`src/rtl/hub75_bcm_driver.sv`:
```
// hub75_bcm_driver: HUB75 dual-half panel scan driver with binary-code-modulated colour depth
// Ports: CLK_I clock, RST_N_I sync active-low reset, ENABLE_I run scan;
//   ADDR_O/RD_O/DATA_I frame memory read port ({row,col}; DATA_I valid one cycle after RD_O);
//   R0,G0,B0,R1,G1,B1 colour bits; ROW_O row address; CLK_O shift clock (panel samples on rise);
//   LATCH active-high latch; OE active-low output enable; FRAME_O pulse when row 0 plane 0 latches.
module hub75_bcm_driver #(
  parameter int COLS = 32,
  parameter int ROW_BITS = 4,
  parameter int DEPTH = 4,
  parameter int CLK_DIV = 2,
  parameter int BASE_ON = 8,
  localparam int COL_BITS = $clog2(COLS)
) (
  input  logic                         CLK_I,
  input  logic                         RST_N_I,
  input  logic                         ENABLE_I,
  output logic [ROW_BITS+COL_BITS-1:0] ADDR_O,
  output logic                         RD_O,
  input  logic [6*DEPTH-1:0]           DATA_I,
  output logic                         R0,
  output logic                         G0,
  output logic                         B0,
  output logic                         R1,
  output logic                         G1,
  output logic                         B1,
  output logic [ROW_BITS-1:0]          ROW_O,
  output logic                         CLK_O,
  output logic                         LATCH,
  output logic                         OE,
  output logic                         FRAME_O
);
  localparam int PW = DEPTH > 1 ? $clog2(DEPTH) : 1;
  localparam int DW = CLK_DIV > 1 ? $clog2(CLK_DIV) : 1;
  localparam int CW = ROW_BITS + $clog2(BASE_ON) + DEPTH + 1;
  localparam logic [2:0] S_IDLE = 3'd0, S_PREFETCH = 3'd1, S_SHIFT = 3'd2, S_WAIT = 3'd3, S_LATCH1 = 3'd4, S_LATCH2 = 3'd5;
  logic [2:0] r_state;
  logic [ROW_BITS-1:0] r_row, r_row_o;
  logic [PW-1:0] r_plane;
  logic [COL_BITS-1:0] r_col;
  logic [DW-1:0] r_ph;
  logic r_hi, r_rd_d, r_stop;
  logic [5:0] r_buf, r_out;
  logic [CW-1:0] r_cnt;
  logic [DEPTH-1:0] w_ch [6];
  logic [5:0] w_pix, w_bits, w_colour;
  logic [COL_BITS-1:0] w_col_m1;
  logic w_last_ph, w_last_plane, w_load, w_rd;
  for (genvar c = 0; c < 6; c++) begin : g_ch
    assign w_ch[c] = DATA_I[c*DEPTH +: DEPTH];
    assign w_pix[c] = w_ch[c][r_plane];
  end
  assign w_col_m1 = r_col - COL_BITS'(1);
  assign w_last_ph = r_ph == DW'(CLK_DIV - 1);
  assign w_last_plane = r_plane == PW'(DEPTH - 1);
  assign w_load = r_state == S_SHIFT && !r_hi && r_ph == '0;
  // Next column is fetched on the first high-phase cycle; none after column 0.
  assign w_rd = r_state == S_PREFETCH || (r_state == S_SHIFT && r_hi && r_ph == '0 && r_col != '0);
  // Fetched bits are caught the cycle after the read so CLK_DIV > 1 still sees them at the next low phase.
  assign w_bits = r_rd_d ? w_pix : r_buf;
  // Bits appear at the start of the low phase so they are stable before CLK_O rises.
  assign w_colour = w_load ? w_bits : r_out;
  assign {B1, G1, R1, B0, G0, R0} = w_colour;
  assign RD_O = w_rd;
  assign ADDR_O = w_rd ? {r_row, (r_state == S_PREFETCH ? COL_BITS'(COLS - 1) : w_col_m1)} : '0;
  assign CLK_O = r_hi;
  assign LATCH = r_state == S_LATCH1;
  assign FRAME_O = LATCH && r_row == '0 && r_plane == '0;
  assign ROW_O = r_row_o;
  assign OE = !(r_cnt != '0 && r_state != S_LATCH1 && r_state != S_LATCH2);
  always_ff @(posedge CLK_I) begin
    if (!RST_N_I) begin
      r_state <= S_IDLE;
      r_row <= '0;
      r_row_o <= '0;
      r_plane <= '0;
      r_col <= '0;
      r_ph <= '0;
      r_hi <= 1'b0;
      r_rd_d <= 1'b0;
      r_stop <= 1'b0;
      r_buf <= '0;
      r_out <= '0;
      r_cnt <= '0;
    end else begin
      r_rd_d <= w_rd;
      r_buf <= w_bits;
      if (w_load) r_out <= w_bits;
      r_cnt <= r_state == S_LATCH2 ? CW'(BASE_ON) << r_plane : (r_cnt != '0 ? r_cnt - CW'(1) : r_cnt);
      case (r_state)
        S_IDLE: if (ENABLE_I) r_state <= S_PREFETCH;
        S_PREFETCH: begin
          r_col <= COL_BITS'(COLS - 1);
          r_ph <= '0;
          r_hi <= 1'b0;
          r_state <= S_SHIFT;
        end
        S_SHIFT: begin
          r_ph <= w_last_ph ? '0 : r_ph + DW'(1);
          if (w_last_ph) begin
            r_hi <= !r_hi;
            if (r_hi) r_col <= w_col_m1;
            if (r_hi && r_col == '0) r_state <= S_WAIT;
          end
        end
        // Also used to let the final plane finish displaying after ENABLE_I drops.
        S_WAIT: if (r_cnt == '0) begin
          r_state <= r_stop ? S_IDLE : S_LATCH1;
          if (r_stop) begin
            r_stop <= 1'b0;
            r_row <= '0;
            r_plane <= '0;
          end
        end
        S_LATCH1: begin
          r_row_o <= r_row;
          r_state <= S_LATCH2;
        end
        S_LATCH2: begin
          r_plane <= w_last_plane ? '0 : r_plane + PW'(1);
          if (w_last_plane) r_row <= r_row + ROW_BITS'(1);
          r_stop <= !ENABLE_I;
          r_state <= ENABLE_I ? S_PREFETCH : S_WAIT;
        end
        default: r_state <= S_IDLE;
      endcase
    end
  end
endmodule

```
`config.mk`:
```
export PLATFORM = sky130hd
export DESIGN_NAME = hub75_bcm_driver
export DESIGN_NICKNAME = d
export VERILOG_FILES = /design/src/rtl/hub75_bcm_driver.sv
export SDC_FILE = /design/constraint.sdc
export NUM_CORES = 1
export LEC_CHECK = 0
export ABC_AREA = 1
export CAP_MARGIN = 10
export CORE_ASPECT_RATIO = 1.4
export CORE_MARGIN = 2
export CORE_UTILIZATION = 46
export CTS_BUF_LIST = sky130_fd_sc_hd__clkbuf_16
export DETAILED_ROUTE_END_ITERATION = 6
export GPL_ROUTABILITY_DRIVEN = 0
export MAX_ROUTING_LAYER = met4
export PLACE_DENSITY = 0.69
export SETUP_SLACK_MARGIN = 0.1
export SLEW_MARGIN = 0
export SYNTH_ARGS = -nofsm -noshare
export SYNTH_HDL_FRONTEND = slang
export SYNTH_SLANG_ARGS = --single-unit
```
`constraint.sdc`:
```
create_clock -name CLK_I -period 1.8 [get_ports CLK_I]
set_clock_uncertainty 0.1 [all_clocks]
set_input_delay 0.36 -clock CLK_I [delete_from_list [all_inputs] [get_ports CLK_I]]
set_output_delay 0.36 -clock CLK_I [all_outputs]
set_load 0.05 [all_outputs]
```
# After elaboration in Yosys (flattened, before gate mapping)

Index checks and enable logic that the tools add are counted.
Widths: inputs -> output; s select.

Add/subtract/negate cells: 5
$lt $le $gt $ge: 1
Eq/ne operators: 15
Shift operators: 1
Multiplexer cells: 42
Bitwise logic cells: 1
Reduce and logical (&&, ||, !) cells: 30

Operator list:

| cell                  | count |
|---|---|
| $mux 12               | 2 |
| $pmux 3 s6            | 1 |
| $mux 3                | 5 |
| $mux 5                | 3 |
| $bmux 1 s2            | 6 |
| $logic_not 12->1      | 1 |
| $mux 4                | 3 |
| $mux 6                | 2 |
| $ne 2x2->1 const B    | 6 |
| $reduce_bool 12->1    | 1 |
| $shl 4x2->12 const A  | 1 |
| $sub 12x1->12 const B | 1 |
| $logic_and 1x1->1     | 10 |
| $pmux 5 s2            | 1 |
| $mux 1                | 9 |
| $mux 9                | 1 |
| $mux 2                | 4 |
| $pmux 4 s2            | 1 |
| $reduce_and 4->1      | 2 |
| $eq 3x2->1 const B    | 2 |
| $eq 3x3->1 const B    | 2 |
| $ne 3x3->1 const B    | 2 |
| $pmux 1 s2            | 3 |
| $reduce_and 3->1      | 2 |
| other kinds (19)      | 24 |

Flip-flop bits (word level): 46

# Longest topological paths before layout

Depth in word-level cells: 6
Mapped depth: 10
Gate-level depth less buffers: 10

# Worst setup path before layout

Ideal clock, no wire load.

Path kind: register to output
Start point: reg r_plane[0]
End point: out FRAME_O
Arrival: 2056 ps
Data required time: 1340 ps
Slack: -716 ps
Cell stages (with the launch flop): 6
Path through: dfxtp_1 > inv_1 > clkbuf_1 > ha_1 > nand3_1 > nor3_1

Word-level cells in the longest chain between the ends: 2

RTL lines:

| item                   | RTL line | RTL |
|---|---|---|
| from (decl)            | 38       | `logic [PW-1:0] r_plane;` |
| from (signal assigned) | 119      | `r_plane <= w_last_plane ? '0 : r_plane + PW'(1);` |
| $logic_not 2->1        | 67       | `assign FRAME_O = LATCH && r_row == '0 && r_plane == '0;` |
| $logic_and 1x1->1      | 67       |  |
| to (decl)              | 30       | `output logic FRAME_O` |

Every way passes these cells.

# Final worst setup path

Start point: reg r_state[0]
End point: out ADDR_O[2]

Word-level cells in the longest chain between the ends: 6

RTL lines:

| item                            | RTL line | RTL |
|---|---|---|
| from (decl)                     | 36       | `logic [2:0] r_state;` |
| from (signal assigned)          | 107      | `r_state <= r_stop ? S_IDLE : S_LATCH1;` |
| from (signal assigned)          | 122      | `r_state <= ENABLE_I ? S_PREFETCH : S_WAIT;` |
| $eq 3x2->1                      | 57       | `assign w_rd = r_state == S_PREFETCH \|\| (r_state == S_SHIFT && r_hi && r_ph == '0 && r_col != '0);` |
| $logic_and 1x1->1 (3 in series) | 57       |  |
| $logic_or 1x1->1                | 57       |  |
| $mux 9 (*)                      | 64       | `assign ADDR_O = w_rd ? {r_row, (r_state == S_PREFETCH ? COL_BITS'(COLS - 1) : w_col_m1)} : '0;` |
| to (decl)                       | 17       | `output logic [ROW_BITS+COL_BITS-1:0] ADDR_O,` |

Mark *: on every way between the ends. The rest lies on a longest branch, timed or not.

==> reports/results.ini <==
[sta]
hold_ws_ps=381
post-route-min-period_ps=2100
setup_slack_ps=-298
max_freq_mhz=477
relSlewSlack=0.712
rsz0062_at_grt=yes
final_max_slew_viol_count=0
tightestPinTransition_ps=432
fin_crit_sh=1.17
finalSetupViolCount=22
hold_viol=0

[cells_and_area]
syn_to_final_growth_pct=63.0
multi_input_area_sq_um=1690
num_antenna_cells=0
seq_area_sq_um=941
fill_cells=406
fin_nets=533
drive_gt1_frac=0.353

[die]
fp.coreArea_sq_um=5410
rows=32
die-width_um=66.8
io_pins=51
die_h_um=92.0
initial_utilization=0.471
die_area_sq_um=6150

[global_route]
grt_pass1_wl_mm=12.4
grtUsageTotal=0.264
antenna_found_initial=0
grt_pass1_vias=2860
grt_max_degree=17
grt.overflow.total=0

[power]
p_seq_frac=0.224
peakVddDrop_mv=0.704
p_sw_frac=0.456
p_per_area_nw_per_um2=1660
pwr-share-clk=0.129
combPwrFrac=0.647
p_sw_mw=3.14
p_int_mw=3.75
p_leak_nw=1.89

[outcome]
violations=negative setup slack
status=finished with violations

[clocking]
clk_latency_ps=280
tritoncts=built
clkSinkCount=46
clk_pin_slew_ps=60
numCtsBuffers=5
ctsLongestPathBuffers=2
h-tree-depth=2
cts-root-buf=clkbuf_16

[logic_synthesis]
seq_area_frac_synth=0.362
yosys.area.top_type=dfxtp_1
netlist_instances=388
ys_top_cells_by_area=dfxtp_1 (36%), nor2_1 (12%), nand2_1 (11%), nand3_1 (6.5%), inv_1 (6.1%)
async_reset_ff_frac=0
yosysTopAreaCellShare=0.362
yosys_warnings=0
ys_ff_latch=46
synth.distinct_cells=33
syn_avg_cell_area_sq_um=6.56
synth_edf_count=0
synthesis.area_sq_um=2540
synth.top_cells.by_count=nor2_1 (78), nand2_1 (76), dfxtp_1 (46)
synth_flop_cell=dfxtp_1
yosysMostFrequentCell=nor2_1
synth.net_count=424

[setup_path]
worstReg2RegStart=r_state[0]
cp-start-kind=register
worstPathArrival_ps=1640
startpoint=r_state[0]
critPathMaxFanout=4
crit_type=reg2out
end_kind=output port
required_ps=1340

[route]
num_vias=2923
wirelength_mm=7.69
routedWlPerCell_um=13.6
antenna_left=0
drc=0
vias_per_cell=5.16
drtPass1Iterations=4
drt_iter0_drc=150

[placed_design]
preCtsSetupSlack_ps=-175
dpl.hpwl_mm=5.19
io_buffers=50

[flow_run]
max-cap-violations=0

[hold_path]
holdCritPathClass=reg2reg
worstHoldStart=r_cnt[0]

[worst max-delay path, cell delays in order, from the launching register on]
cell and delay [ps]:
dfxtp_2 340, nor2_4 140, nand2_2 70, clkinv_2 70
nand3_4 70, o21a_4 230, buf_6 130, a21oi_4 140
buf_12 150
[kinds of logic (layout without fill, tap and decap cells)]
| kind of cell | count (synthesis) | count (layout) | synth area share |
|---|---|---|---|
| adder cells (fa/ha/maj) | 9 | 9 | 0.0443 |
| XOR/XNOR | 5 | 5 | 0.0172 |
| AND/OR/NAND/NOR | 214 | 214 | 0.362 |
| flip-flops | 46 | 46 | 0.362 |
| AO/OA/AOI/OAI | 59 | 59 | 0.123 |
| multiplexers | 1 | 1 | 0.00394 |
| buffers and inverters | 54 | 164 | 0.0875 |
[layout by cell type, fill, tap and decap left out, types with 5 or more instances in the layout]
| master | count |
|---|---|
| nand3_1 | 28 |
| buf_12 | 12 |
| nand2_2 | 12 |
| buf_6 | 15 |
| nand2_1 | 64 |
| buf_4 | 56 |
| nor2_4 | 10 |
| clkdlybuf4s50_1 | 26 |
| nor2_1 | 67 |
| dfxtp_2 | 7 |
| nand4_1 | 6 |
| inv_2 | 12 |
| clkbuf_16 | 5 |
| dfxtp_1 | 36 |
| a21oi_1 | 22 |
| ha_1 | 5 |
| o21ai_0 | 23 |
| or2_2 | 7 |
| inv_1 | 30 |
[repair_timing]
item,4_1_cts,5_1_grt
cloned,1,0
pin swaps,9,17
setup buffers,13,7
hold buffers,0,0
resized for setup,40,39
endpoints found under the setup margin,19,43
[sequential cells by signal, indices dropped and copies added (netlist names)]
name	flops
r_cnt	12
r_buf	6
r_out	6
r_col	5
ROW_O	4
r_row	4
r_state	3
r_plane	2
CLK_O	1
r_ph	1
r_rd_d	1
r_stop	1
[final cells by class]
class / count / share of cell area
multi-input combinational: 288 / 0.409
timing repair buffer: 111 / 0.268
sequential: 46 / 0.227
inverter: 45 / 0.0432
clock buffer: 5 / 0.0302
tap: 68 / 0.0205
clock inverter: 3 / 0.00302
[metrics by stage]
step / area, sq um / TNS, ps / power [mW] / cells / util
final: 4150 / -4460 / 6.90 / 566 / 0.767
after global routing: 4150 / -6800 / 7.33 / 566 / 0.767
after floorplan: 2690 / -256 / 3.93 / 388 / -
after CTS: 3970 / -4320 / 6.52 / 560 / 0.734
after global placement: 3610 / -772 / 5.18 / 538 / 0.668
after detailed placement: 3610 / -874 / 5.25 / 538 / 0.668
[final timing paths]
check	to	slack, ps	cells after the start
max reg2reg	r_col[0]	-70	11
max	ADDR_O[2]	-300	8
min	r_cnt[0]	380	2
min reg2reg	r_cnt[0]	380	2
[metal layers]
| layer | part of all wire | routed length [um] | track usage | up-vias |
|---|---|---|---|---|
| li1 | - | - | - | 1465 |
| met1 | 0.40 | 3060 | 0.270 | 1362 |
| met2 | 0.55 | 4230 | 0.500 | 78 |
| met3 | 0.026 | 203 | 0.0245 | 18 |
| met4 | 0.025 | 191 | 0.0986 | 0 |
| met5 | 0 | 0 | - | - |
[power by group through the flow]
stage / combinational [mW] / clock [mW] / sequential [mW]
floorplan: 2.40 / 0 / 1.53
global placement: 3.69 / 0 / 1.49
detailed placement: 3.75 / 0 / 1.51
CTS: 4.11 / 0.898 / 1.51
global route: 4.81 / 0.938 / 1.58
finish: 4.47 / 0.891 / 1.54
No activity file was read; power rests on OpenSTA's default activity.
